$ cat config.mk
export PLATFORM = sky130hd
export DESIGN_NAME = hazard_stall_ctrl
export DESIGN_NICKNAME = d
export VERILOG_FILES = /design/src/rtl/hazard_stall_ctrl.sv
export SDC_FILE = /design/constraint.sdc
export NUM_CORES = 1
export LEC_CHECK = 0
export BUFFER_PORTS_ARGS = -buffer_cell sky130_fd_sc_hd__buf_4
export CORE_AREA = 2 2 40 51
export DETAILED_ROUTE_END_ITERATION = 8
export DIE_AREA = 0 0 42 53
export PLACE_DENSITY = 0.74
export RECOVER_POWER = 50
export SYNTH_ARGS = -nofsm -noshare
export SYNTH_HDL_FRONTEND = slang
export SYNTH_SLANG_ARGS = --single-unit
$ cat constraint.sdc
create_clock -name clk_i -period 1.7 [get_ports clk_i]
set_input_delay 0.255 -clock clk_i [delete_from_list [all_inputs] [get_ports clk_i]]
set_output_delay 0.255 -clock clk_i [all_outputs]
set_load 0.02 [all_outputs]
$ cat src/rtl/hazard_stall_ctrl.sv
`default_nettype none
// ============================================================================
// hazard_stall_ctrl : load-use stall, branch flush and data-memory wait hold
//   control. Optional macro STALL_PERF_CNT_EN adds a stall-cycle counter.
// Revision : 1.0
// ============================================================================
module hazard_stall_ctrl #(
  parameter int REG_ADDR_W          = 5,
  parameter int LOAD_STALL_CYCLES   = 1,
  parameter int BRANCH_FLUSH_CYCLES = 1
) (
  input  logic                  clk_i,
  input  logic                  reset_i,
  input  logic [REG_ADDR_W-1:0] id_rs_i,
  input  logic [REG_ADDR_W-1:0] id_rt_i,
  input  logic                  id_uses_rt_i,
  input  logic                  idex_memread_i,
  input  logic [REG_ADDR_W-1:0] idex_rt_i,
  input  logic                  branch_taken_i,
  input  logic                  mem_req_i,
  input  logic                  dmem_ready_i,
  output logic                  pcwrite_o,
  output logic                  ifidwrite_o,
  output logic                  idex_bubble_o,
  output logic                  ifid_flush_o,
  output logic                  pipe_hold_o,
  output logic                  stall_active_o,
  output logic [15:0]           stall_cycles_o
);

  typedef enum logic [1:0] {
    RUN          = 2'd0,
    LOAD_STALL   = 2'd1,
    BRANCH_FLUSH = 2'd2,
    MEM_WAIT     = 2'd3
  } state_e;

  localparam logic [3:0] LS_INIT = 4'(LOAD_STALL_CYCLES - 1);
  localparam logic [3:0] BF_INIT = 4'(BRANCH_FLUSH_CYCLES - 1);

  state_e     state_q, state_d;
  logic [3:0] cnt_q, cnt_d;
  logic       load_use;
  logic       mem_wait;
  logic       stall_active;

  assign load_use = idex_memread_i && (idex_rt_i != '0) &&
                    ((idex_rt_i == id_rs_i) || (id_uses_rt_i && (idex_rt_i == id_rt_i)));
  assign mem_wait = mem_req_i && !dmem_ready_i;

  always_ff @(posedge clk_i or posedge reset_i) begin
    if (reset_i) begin
      state_q <= RUN;
      cnt_q   <= '0;
    end else begin
      state_q <= state_d;
      cnt_q   <= cnt_d;
    end
  end

  // MEM_WAIT is only entered from RUN, so leaving it is the same as evaluating RUN.
  always_comb begin
    state_d       = state_q;
    cnt_d         = cnt_q;
    pcwrite_o     = 1'b1;
    ifidwrite_o   = 1'b1;
    idex_bubble_o = 1'b0;
    ifid_flush_o  = 1'b0;
    pipe_hold_o   = 1'b0;

    if (mem_wait) begin
      pipe_hold_o = 1'b1;
      pcwrite_o   = 1'b0;
      ifidwrite_o = 1'b0;
      if (state_q == RUN) begin
        state_d = MEM_WAIT;
      end
    end else if (state_q == BRANCH_FLUSH) begin
      ifid_flush_o  = 1'b1;
      idex_bubble_o = 1'b1;
      if (cnt_q <= 4'd1) begin
        state_d = RUN;
      end else begin
        cnt_d = cnt_q - 4'd1;
      end
    end else if (branch_taken_i) begin
      ifid_flush_o  = 1'b1;
      idex_bubble_o = 1'b1;
      if (BRANCH_FLUSH_CYCLES > 1) begin
        state_d = BRANCH_FLUSH;
        cnt_d   = BF_INIT;
      end else begin
        state_d = RUN;
      end
    end else if (state_q == LOAD_STALL) begin
      pcwrite_o     = 1'b0;
      ifidwrite_o   = 1'b0;
      idex_bubble_o = 1'b1;
      if (cnt_q <= 4'd1) begin
        state_d = RUN;
      end else begin
        cnt_d = cnt_q - 4'd1;
      end
    end else if (load_use) begin
      pcwrite_o     = 1'b0;
      ifidwrite_o   = 1'b0;
      idex_bubble_o = 1'b1;
      if (LOAD_STALL_CYCLES > 1) begin
        state_d = LOAD_STALL;
        cnt_d   = LS_INIT;
      end else begin
        state_d = RUN;
      end
    end else begin
      state_d = RUN;
    end

    if (reset_i) begin
      pcwrite_o     = 1'b0;
      ifidwrite_o   = 1'b0;
      idex_bubble_o = 1'b1;
      ifid_flush_o  = 1'b1;
      pipe_hold_o   = 1'b0;
    end
  end

  assign stall_active   = !reset_i && (!pcwrite_o || ifid_flush_o || pipe_hold_o);
  assign stall_active_o = stall_active;

`ifdef STALL_PERF_CNT_EN
  logic [15:0] perf_q;

  always_ff @(posedge clk_i or posedge reset_i) begin
    if (reset_i) begin
      perf_q <= '0;
    end else if (stall_active && (perf_q != 16'hFFFF)) begin
      perf_q <= perf_q + 16'd1;
    end
  end

  assign stall_cycles_o = perf_q;
`else
  assign stall_cycles_o = '0;
`endif

endmodule
`default_nettype wire

Word-level counts from Yosys, hierarchy flattened
Index checks and enable logic that the tools add are counted.
{"block": "classes", "reduce_logical": 15, "order_cmp": 1, "add_sub_neg": 1, "eq_ne": 6, "mux": 28, "n_bitwise": 1}
{"cell": "two-way mux 1 bit", "n": 18}
{"cell": "two-way mux 4 bit", "n": 4}
{"cell": "two-way mux 2 bit", "n": 6}
{"cell": "== test 5 bit", "n": 2}
{"cell": "logical AND 1 bit", "n": 5}
{"cell": "nonzero test 5 bit", "n": 1}
{"cell": "less-or-equal comparator 4 x 1 -> 1 bit, second input constant", "n": 1}
{"cell": "inequality test 2 x 1 -> 1 bit, second input constant", "n": 2}
{"cell": "subtractor 4 x 1 -> 4 bit, second input constant", "n": 1}
{"cell": "zero test 1 bit", "n": 3}
{"cell": "logical OR 1 bit", "n": 3}
{"cell": "AND reduction 3 bit", "n": 1}
{"cell": "== test 2 x 1 -> 1 bit, second input constant", "n": 1}
{"cell": "== test 2 bit, second input constant", "n": 1}
{"cell": "zero test 2 bit", "n": 1}
{"cell": "nonzero test 2 bit", "n": 1}
{"cell": "inverter 1 bit", "n": 1}
{"block": "totals", "wordCells": 54, "input_bits": 22, "ff_bits": 6, "out_inout_bits": 22}

Logic depth before layout (Yosys ltp)
Gate-level depths: netlist of run 1.
{"block": "logic_depth", "depth_word": 14, "ltp_mapped": 6, "depth_no_buf": 6}

Least setup slack after synthesis of run 1
Ideal clock, no wire load.
{"block": "synth_path", "path_type": "reg2out", "startpoint": "register state_q[0]", "endpoint": "output idex_bubble_o", "path_stages_with_launch": 7, "t_arrival_ps": 1518, "setup_slack_ps": -73, "required_ps": 1445, "path_buffers": 0, "path_cell_list": "dfrtp_1 > inv_1 > ha_1 > nor2_1 > o21ai_0 > a21oi_1 > o31ai_1"}
{"block": "synth_via", "elab_chain_cells": 6, "word_cells_on_any_way": 7, "classes_between": "eq/ne (2); mux (5)"}
{"item": "start: declaration", "line_no": "41", "text": "state_e state_q, state_d;"}
{"item": "start signal: assignment", "line_no": "56", "text": "state_q <= state_d;"}
{"item": "== test 2 x 1 -> 1 bit", "line_no": "95", "text": "end else if (state_q == LOAD_STALL) begin"}
{"item": "two-way mux 1 bit", "line_no": "95"}
{"item": "two-way mux 1 bit", "line_no": "86", "text": "end else if (branch_taken_i) begin"}
{"item": "two-way mux 1 bit (*)", "line_no": "78", "text": "end else if (state_q == BRANCH_FLUSH) begin"}
{"item": "two-way mux 1 bit (*)", "line_no": "71", "text": "if (mem_wait) begin"}
{"item": "two-way mux 1 bit (*)", "line_no": "118", "text": "if (reset_i) begin"}
{"item": "end: declaration", "line_no": "24", "text": "output logic idex_bubble_o,"}
Mark *: on every way between the ends. The rest lies on a longest branch, timed or not.

Worst setup path in the final report of run 1
{"block": "layout_path", "startpoint": "register state_q[0]", "endpoint": "output ifidwrite_o"}
{"block": "layout_via", "elab_chain_cells": 6, "word_cells_on_any_way": 7, "classes_between": "eq/ne (2); mux (5)"}
{"item": "== test 2 x 1 -> 1 bit", "line_no": "95"}
{"item": "two-way mux 1 bit", "line_no": "95"}
{"item": "two-way mux 1 bit", "line_no": "86"}
{"item": "two-way mux 1 bit (*)", "line_no": "78"}
{"item": "two-way mux 1 bit (*)", "line_no": "71"}
{"item": "two-way mux 1 bit (*)", "line_no": "118"}
{"item": "end: declaration", "line_no": "23", "text": "output logic ifidwrite_o,"}
Marked as above.

==> flow_metrics.tcl, run 1 <==
set metrics [dict create \
    first_iter_violations 0 \
    worst-path-buf-inv 2 \
    nets 145 \
    wl_per_cell_um 12.1 \
    period_share_pct 108 \
    place.gp.congestion 0.836 \
    p_sw_uw 173 \
    endpoint_kind "output port" \
    pwr-share-seq_pct 30.3 \
    port_buffers 27 \
    yosysTopAreaCellShare_pct 22.3 \
    p_sw_share_pct 34.2 \
    max_freq_mhz 542 \
    layout_common_cells "buf_4, conb_1, xor2_1, dfrtp_1, inv_1" \
    final_layout_size_suffix_gt1_share_pct 41.4 \
    power_density_mw_per_mm2 519 \
    mostFrequentLayoutCell "buf_4" \
    drt-vias-per-instance 4.74 \
    hpwl_mm 1.34 \
    period_minus_slack_ns 1.84 \
    power_frac_comb_pct 44.6 \
    slowest_delay_ns 0.38 \
    clkSinkCount 6 \
    fp.dieW_um 42 \
    grt_pass1_wl_mm 2.49 \
    dp_slack_ns -0.0551 \
    crit_chain "inv_2, ha_4, or3_4, o21a_4, buf_6" \
    critPathTopFamily "flip-flops" \
    netlist_top_cells_area "dfrtp_1, buf_4, xor2_1" \
    ys_ff_latch 6 \
    diodes 0 \
    coreArea_mm2 0.00172 \
    die_y_um 53 \
    met3_usage_pct 3.75 \
    antenna_left 0 \
    path_depth 5 \
    vias 640 \
    clk_pin_slew_worst_paths_ns 0.04 \
    clk_path_buf_depth 2 \
    reg2reg_depth 7 \
    initial_core_util_pct 39.1 \
    hold_path.class "in -> async" \
    rows 17 \
    final-setup-viol-count 4 \
    cp_slowest_cell "dfrtp_1" \
    ys_warn_count 0 \
    drv_slew 0 \
    syn_inst 79 \
    ios 44 \
    grt_overflow 0 \
    clk-insertion-delay-late_ns 0.24 \
    cts_max_level 1 \
    drcViolationCount 0 \
    ir_worst_vdd_mv 0.437 \
    finalHoldViolations 0 \
    grt_usage_pct 15.4 \
    drt_wl_total_mm 1.63 \
    path_max_fanout 4 \
    skew_ns 0.00193 \
    drv_cap 0 \
    tritoncts "done" \
    violations "negative setup slack" \
    antenna_found_initial 0 \
    status "finished, violations left" \
    setup_ws_ns -0.144 \
    root_buffer "clkbuf_4" \
    critPathLaunchType "flop" \
    areaGrowthSynthToFinish_pct 44.2 \
    drt-pass1-iter-count 1 \
    synthesis.area_um2 673 \
    grt_pass1_vias 617 \
    cp_data_required_time_ns 1.44 \
    tightest_slew_ns 0.571 \
    synth.distinct_cells 27 \
    grt.met2_usage_pct 32.3 \
    slew_headroom_pct 61.9 \
    cts_made_buffers 3 \
    whs_ns 0.103 \
    power.leakage_nw 0.503 \
    critPathKind "reg -> out" \
    p_clk_share_pct 25.1 \
    design.die.area_mm2 0.00223 \
    netlist.top_cell.by_area "dfrtp_1" \
    internal_power_uw 332 \
    arrival_ns 1.59 \
    ys_seq_area_share_pct 22.3 \
    grt_max_degree 7 \
    grt_use_met1_pct 13.1 \
    rsz0062_at_grt "true" \
    syn_avg_cell_area_um2 8.52 \
    busiest_layer "met2" \
]
## cells in the mapped netlist (all sizes together)
| cell type | n |
|---|---|
| o21ai | 3 |
| inv | 6 |
| a32oi | 1 |
| nor3 | 1 |
| nand2 | 2 |
| nor2b | 1 |
| a21oi | 2 |
| o221ai | 1 |
| conb | 1 |
| nor2 | 5 |
| nor4 | 3 |
| or4 | 1 |
| or2 | 1 |
| o2111ai | 1 |
| a22o | 2 |
| or3 | 1 |
| o31ai | 1 |
| buf | 17 |
| nand2b | 2 |
| o21a | 1 |
| xor2 | 11 |
| a21o | 1 |
| dfrtp | 6 |
| ha | 5 |
| xnor2 | 2 |
| a211oi | 1 |
## final cells by class
class                   count  area [um2]
fillers                   182         752
multi-input cells          65         485
repair buffers             36         267
flip-flops and latches      6         150
well taps                  19        23.8
clock buffers               3        22.5
inverters                   6        22.5
## repair_timing
| item | CTS | global route |
|---|---|---|
| buffers inserted | 1 | 1 |
| pin swaps | 1 | 2 |
| gates resized for setup | 5 | 8 |
| hold buffers | 0 | 0 |
| endpoints found under the setup margin | 4 | 5 |
## through the flow
step	power, mW	cell area, um2	instances	utilization, %	setup TNS [ns]
floorplan	0.292	731	94	-	0
global placement	0.348	882	130	51.2	-0.0632
detailed placement	0.352	882	130	51.2	-0.139
CTS	0.492	933	134	54.2	-0.434
global route	0.542	971	135	56.4	-0.826
finish	0.504	971	135	56.4	-0.488
## flip-flops by register name, summed over array words and instances, names as in the netlist
name,flops
state_q,2
cnt_q,4
## metal layers
| metal | vias to the layer above | share of wire, % |
|---|---|---|
| met5 | - | 0 |
| met4 | 0 | 1.8 |
| met3 | 5 | 9.1 |
| met2 | 38 | 55 |
| met1 | 287 | 34 |
| li1 | 310 | - |
## power groups by stage
stage / combinational, mW / sequential, mW / clock (mW)
after floorplan: 0.139 / 0.153 / 0
after global placement: 0.195 / 0.153 / 0
after detailed placement: 0.198 / 0.154 / 0
after CTS: 0.209 / 0.153 / 0.130
after global routing: 0.244 / 0.153 / 0.145
final: 0.225 / 0.153 / 0.127
## tightest hold or removal path, cell delays in order
cell and delay, ns:
clkbuf_1 0.12, inv_1 0.08, clkbuf_1 0.28
## cells by family after synthesis
| family | count (synthesis) | synth area share, % |
|---|---|---|
| buf+inv | 23 | 22.3 |
| simple gates | 17 | 13.2 |
| compound gates | 14 | 15.4 |
| xor+xnor | 13 | 16.9 |
| flops | 6 | 22.3 |
| fa+ha+maj | 5 | 9.29 |
| other cells | 1 | 0.557 |
## worst paths after layout
kind / from / endpoint / slack [ns]
worst max-delay path: state_q[0] / ifidwrite_o / -0.14
worst min-delay path: reset_i / cnt_q[1] / 0.10
worst max register to register: state_q[0] / cnt_q[3] / 0.14
worst min register to register: cnt_q[3] / cnt_q[3] / 0.46
max in group asynchronous: reset_i / state_q[1] / 1.36
min in group clk_i: cnt_q[3] / cnt_q[3] / 0.46
No activity file was read; power rests on OpenSTA's default activity.
==> run 2: changes to the inputs <==
GPL_TIMING_DRIVEN = 0   (was default)
PLACE_DENSITY = default   (was 0.74)
PLACE_DENSITY_LB_ADDON = 0.2   (was default)
==> run 2 against run 1 <==
The flow still finishes with violations (negative setup slack). Sequential power is essentially flat. Die area unchanged. Power up 7.4%. Flip-flop and latch count unchanged.
==> flow_metrics.tcl, run 2 (synthesis gave the netlist of run 1 again) <==
set metrics [dict create \
    grt_pass1_wl_mm 2.44 \
    max_freq_mhz 532 \
    drt_wl_total_mm 1.55 \
    drcViolationCount 0 \
    initial_core_util_pct 39.1 \
    cts_max_level 1 \
    tightest_slew_ns 0.582 \
    path_common_cell "buf_6" \
    power_uw 542 \
    rsz0062_at_grt "true" \
    cts_made_buffers 3 \
    drv_cap 0 \
    grt_usage_pct 14.9 \
    regMostFlops "cnt_q" \
    final-setup-viol-count 4 \
    drv_slew 0 \
    place.gp.congestion 0.762 \
    cp_data_required_time_ns 1.44 \
    largest_reg_flops 4 \
    nets 159 \
    fp.dieW_um 42 \
    status "finished, violations left" \
    mostFrequentLayoutCell "buf_4" \
    clkSinkCount 6 \
    power.leakage_nw 0.592 \
    hpwl_mm 1.28 \
    violations "negative setup slack" \
    ios 44 \
    critPathLaunchType "flop" \
    period_share_pct 111 \
    setup_ws_ns -0.180 \
    clk_pin_slew_worst_paths_ns 0.04 \
    crit_chain "inv_2, ha_4, or3_1, o21a_2, buf_6, buf_6" \
    endpoint_kind "output port" \
    arrival_ns 1.62 \
    critPathTopFamily "flip-flops" \
    port_buffers 27 \
    first_iter_violations 4 \
    cp_slowest_cell "dfrtp_1" \
    hold_path.class "reg -> reg" \
    grt_overflow 0 \
    antenna_left 0 \
    rows 17 \
    layout_common_cells "buf_4, conb_1, xor2_1, dfrtp_1" \
    clk-insertion-delay-late_ns 0.24 \
    critPathKind "reg -> out" \
    period_minus_slack_ns 1.88 \
    grt_pass1_vias 622 \
    clk_path_buf_depth 2 \
    slew_headroom_pct 61.1 \
    die_y_um 53 \
    final_layout_size_suffix_gt1_share_pct 49.2 \
    drt-vias-per-instance 4.54 \
    nFillCells 159 \
    antenna_found_initial 0 \
    largestRegisters "cnt_q x4, state_q x2" \
    design.die.area_mm2 0.00223 \
    grt_max_degree 7 \
    diodes 0 \
    finalHoldViolations 0 \
    wl_per_cell_um 10.4 \
    vias 677 \
    worst-path-buf-inv 3 \
    tritoncts "done" \
    drt-pass1-iter-count 2 \
    path_max_fanout 3 \
    power_density_mw_per_mm2 492 \
    skew_ns 0.00529 \
    root_buffer "clkbuf_4" \
    coreArea_mm2 0.00172 \
    slowest_delay_ns 0.38 \
    areaGrowthSynthToFinish_pct 63.4 \
    ir_worst_vdd_mv 0.460 \
    setup_tns_ns -0.564 \
]
run 2: worst paths after layout:
path                         endpoint        from  slack [ns]  depth (start not counted)
max                         pcwrite_o  state_q[0]       -0.18                          6
min                          cnt_q[3]    cnt_q[3]        0.46                          1
max reg2reg                  cnt_q[3]  state_q[0]        0.08                          8
min reg2reg                  cnt_q[3]    cnt_q[3]        0.46                          1
max in group asynchronous  state_q[1]     reset_i        0.92                          3
min in group asynchronous    cnt_q[3]     reset_i        0.56                          3
run 2: final cells by class:
cell class / count / area, um2 / share of cell area [%]
flip-flops and latches: 6 / 150 / 13.7
well taps: 19 / 23.8 / 2.16
repair buffers: 33 / 254 / 23.1
clock buffers: 3 / 22.5 / 2.05
multi-input cells: 65 / 495 / 45.1
plain buffers: 17 / 131 / 11.9
inverters: 6 / 22.5 / 2.05
run 2: worst reg2reg max path, cell delays in order, from the launching register on:
cell and delay (ns):
dfrtp_1 0.40, inv_2 0.09, ha_4 0.14, buf_4 0.12, buf_4 0.10, nand2b_1 0.13, o2111ai_2 0.20, nor4_2 0.21
xor2_1 0.16
run 2: routing by layer:
metal | vias to the layer above | track usage, % | wire length [um]
li1 | 340 | - | -
met1 | 307 | 14.4 | 531
met2 | 28 | 28.4 | 857
met3 | 2 | 4.10 | 140
met4 | 0 | 8.06 | 15
met5 | - | 0 | 0
run 2: power by group:
group / internal (mW) / switching, mW
Clock: 0.0795 / 0.0465
Sequential: 0.148 / 0.00571
Combinational: 0.134 / 0.128
Total: 0.361 / 0.180
run 2: timing repair:
action | CTS | global route
cloned | 0 | 0
endpoints found under the hold margin | 6 | 0
setup endpoints to repair | 4 | 7
buffers inserted | 4 | 1
gates resized for setup | 8 | 8
hold buffers | 1 | 0
pin swaps | 4 | 4
run 2: stage by stage:
step           hold slack, ns  util [%]  instances  instance area, um2  worst slack (ns)
3_3_place_gp            0.223      55.6        140                 957            -0.125
5_1_grt                 0.479      63.8        149                1100            -0.233
3_5_place_dp            0.229      55.6        140                 957            -0.146
4_1_cts                 0.464      61.2        148                1050            -0.221
2_1_floorplan          0.0529         -         94                 731            0.0357
6_report                0.461      63.8        149                1100            -0.180
==> run 3: changes to the inputs <==
CORE_AREA = 2 2 42 53   (was 2 2 40 51)
DIE_AREA = 0 0 44 55   (was 0 0 42 53)
clock period = 1.53 ns   (was 1.7 ns; I/O delays follow)
==> run 3 against run 2 <==
The flow still finishes with violations (negative setup slack). Register-to-register slack got worse by 0.17 ns. Non-clock buffer count increased by 1. Routed wire length rose by 14%. Setup slack got worse by 0.12 ns. Critical endpoint unchanged. Largest cell class unchanged. Highest routed layer is now met3.
==> flow_metrics.tcl, run 3 (synthesis gave the netlist of run 1 again) <==
set metrics [dict create \
    cp_data_required_time_ns 1.30 \
    period_share_pct 120 \
    antenna_left 0 \
    power.leakage_nw 0.606 \
    grt_pass1_vias 606 \
    hold_depth 1 \
    setup_ws_ns -0.301 \
    ff2ff_setup_slack_ns -0.09 \
    clk_pin_slew_worst_paths_ns 0.04 \
    dp_cells 141 \
    vias 676 \
    rsz0062_at_grt "true" \
    rr_endpoint "cnt_q[3]" \
    regMostFlops "cnt_q" \
    endpoint_kind "output port" \
    tritoncts "done" \
    design.die.area_mm2 0.00242 \
    reg2reg_from "state_q[0]" \
    whs_ns 0.460 \
    die_y_um 55 \
    drv_cap 0 \
    grt_usage_pct 14.1 \
    tightest_slew_ns 0.595 \
    hpwl_mm 1.35 \
    antenna_found_initial 0 \
    hold_path_end "cnt_q[3]" \
    final-setup-viol-count 5 \
    largestRegisters "cnt_q x4, state_q x2" \
    power_density_mw_per_mm2 528 \
    ir_worst_vdd_mv 0.397 \
    diodes 0 \
    violations "negative setup slack" \
    reg2reg_depth 8 \
    nets 160 \
    grt_pass1_wl_mm 2.49 \
    slew_headroom_pct 60.3 \
    root_buffer "clkbuf_4" \
    drt-pass1-iter-count 4 \
    port_buffers 27 \
    clk_path_buf_depth 2 \
    first_iter_violations 6 \
    drv_slew 0 \
    initial_core_util_pct 34.8 \
    drt_wl_total_mm 1.76 \
    status "finished, violations left" \
    rows 18 \
    areaGrowthSynthToFinish_pct 74.7 \
    max_freq_mhz 546 \
    grt_overflow 0 \
    grt_max_degree 7 \
    drcViolationCount 0 \
    clk-insertion-delay-late_ns 0.24 \
    wl_per_cell_um 11.6 \
    skew_ns 0.00222 \
    period_minus_slack_ns 1.83 \
    critPathKind "reg -> out" \
    place.gp.congestion 0.736 \
    mostFrequentLayoutCell "buf_4" \
    finalHoldViolations 0 \
    cts_max_level 1 \
    path_max_fanout 4 \
    hp-start "cnt_q[3]" \
    clkSinkCount 6 \
    fp.dieW_um 44 \
    largest_reg_flops 4 \
    placed_area_um2 980 \
    power_uw 621 \
    hold_path.class "reg -> reg" \
    cts_made_buffers 3 \
    ios 44 \
    fin_area_mm2 0.00118 \
    critPathLaunchType "flop" \
    final_cells 151 \
    dp_slack_ns -0.279 \
    arrival_ns 1.60 \
    layout_common_cells "buf_4, conb_1, xor2_1, dfrtp_1" \
    coreArea_mm2 0.00194 \
    drt-vias-per-instance 4.48 \
    final_layout_size_suffix_gt1_share_pct 56.5 \
]
-- run 3: changes by cell type in the layout (fill, tap and decap cells not counted), sizes merged --
cell | previous run | this run
buf | 48 | 49
-- run 3: layout make-up --
class / instances / area [um2]
timing repair buffer: 34 / 265
buffer: 17 / 131
multi-input combinational: 65 / 558
tap: 20 / 25.0
clock buffer: 3 / 22.5
sequential: 6 / 151
inverter: 6 / 22.5
fill: 181 / 761
-- run 3: per-layer routing --
metal  track usage (%)  vias up  share of wire, %
li1                  -      341                 -
met1              13.8      305                34
met2              26.0       30                54
met3              4.87        0                11
met4              7.58        0                 0
met5                 0        -                 0
-- run 3: what timing repair did --
item / 4_1_cts / 5_1_grt
pin swaps: 4 / 6
cloned: 0 / 0
gates resized for setup: 13 / 12
endpoints found under the hold margin: 6 / 0
hold buffers: 1 / 0
setup endpoints to repair: 6 / 6
buffers inserted: 4 / 2
-- run 3: worst max-delay path, stage by stage (launching register included) --
cell and delay [ns]:
dfrtp_2 0.43, ha_4 0.18, or3_4 0.33, o21a_4 0.20
buf_6 0.11, buf_6 0.12
-- run 3: power breakdown --
group | leakage, nW | total (mW) | switching [mW] | internal, mW
combinational | 0.511 | 0.312 | 0.154 | 0.158
clock | 0.0138 | 0.138 | 0.0502 | 0.0883
sequential | 0.0807 | 0.170 | 0.00522 | 0.165
-- run 3: through the flow --
| step | TNS [ns] | utilization, % |
|---|---|---|
| after floorplan | -0.0524 | - |
| after global placement | -0.894 | 50.6 |
| after detailed placement | -0.951 | 50.6 |
| after CTS | -1.05 | 57.8 |
| after global routing | -1.46 | 60.7 |
| final | -1.10 | 60.7 |
-- run 3: how the worst max path moves through the flow --
stage / slack [ns] / end / from
3_3_place_gp: -0.29 / pcwrite_o / idex_rt_i[1]
5_1_grt: -0.35 / stall_active_o / state_q[1]
6_report: -0.30 / pcwrite_o / state_q[1]
4_1_cts: -0.29 / pcwrite_o / state_q[1]
2_1_floorplan: -0.05 / pcwrite_o / idex_rt_i[1]
3_5_place_dp: -0.28 / pcwrite_o / idex_rt_i[1]
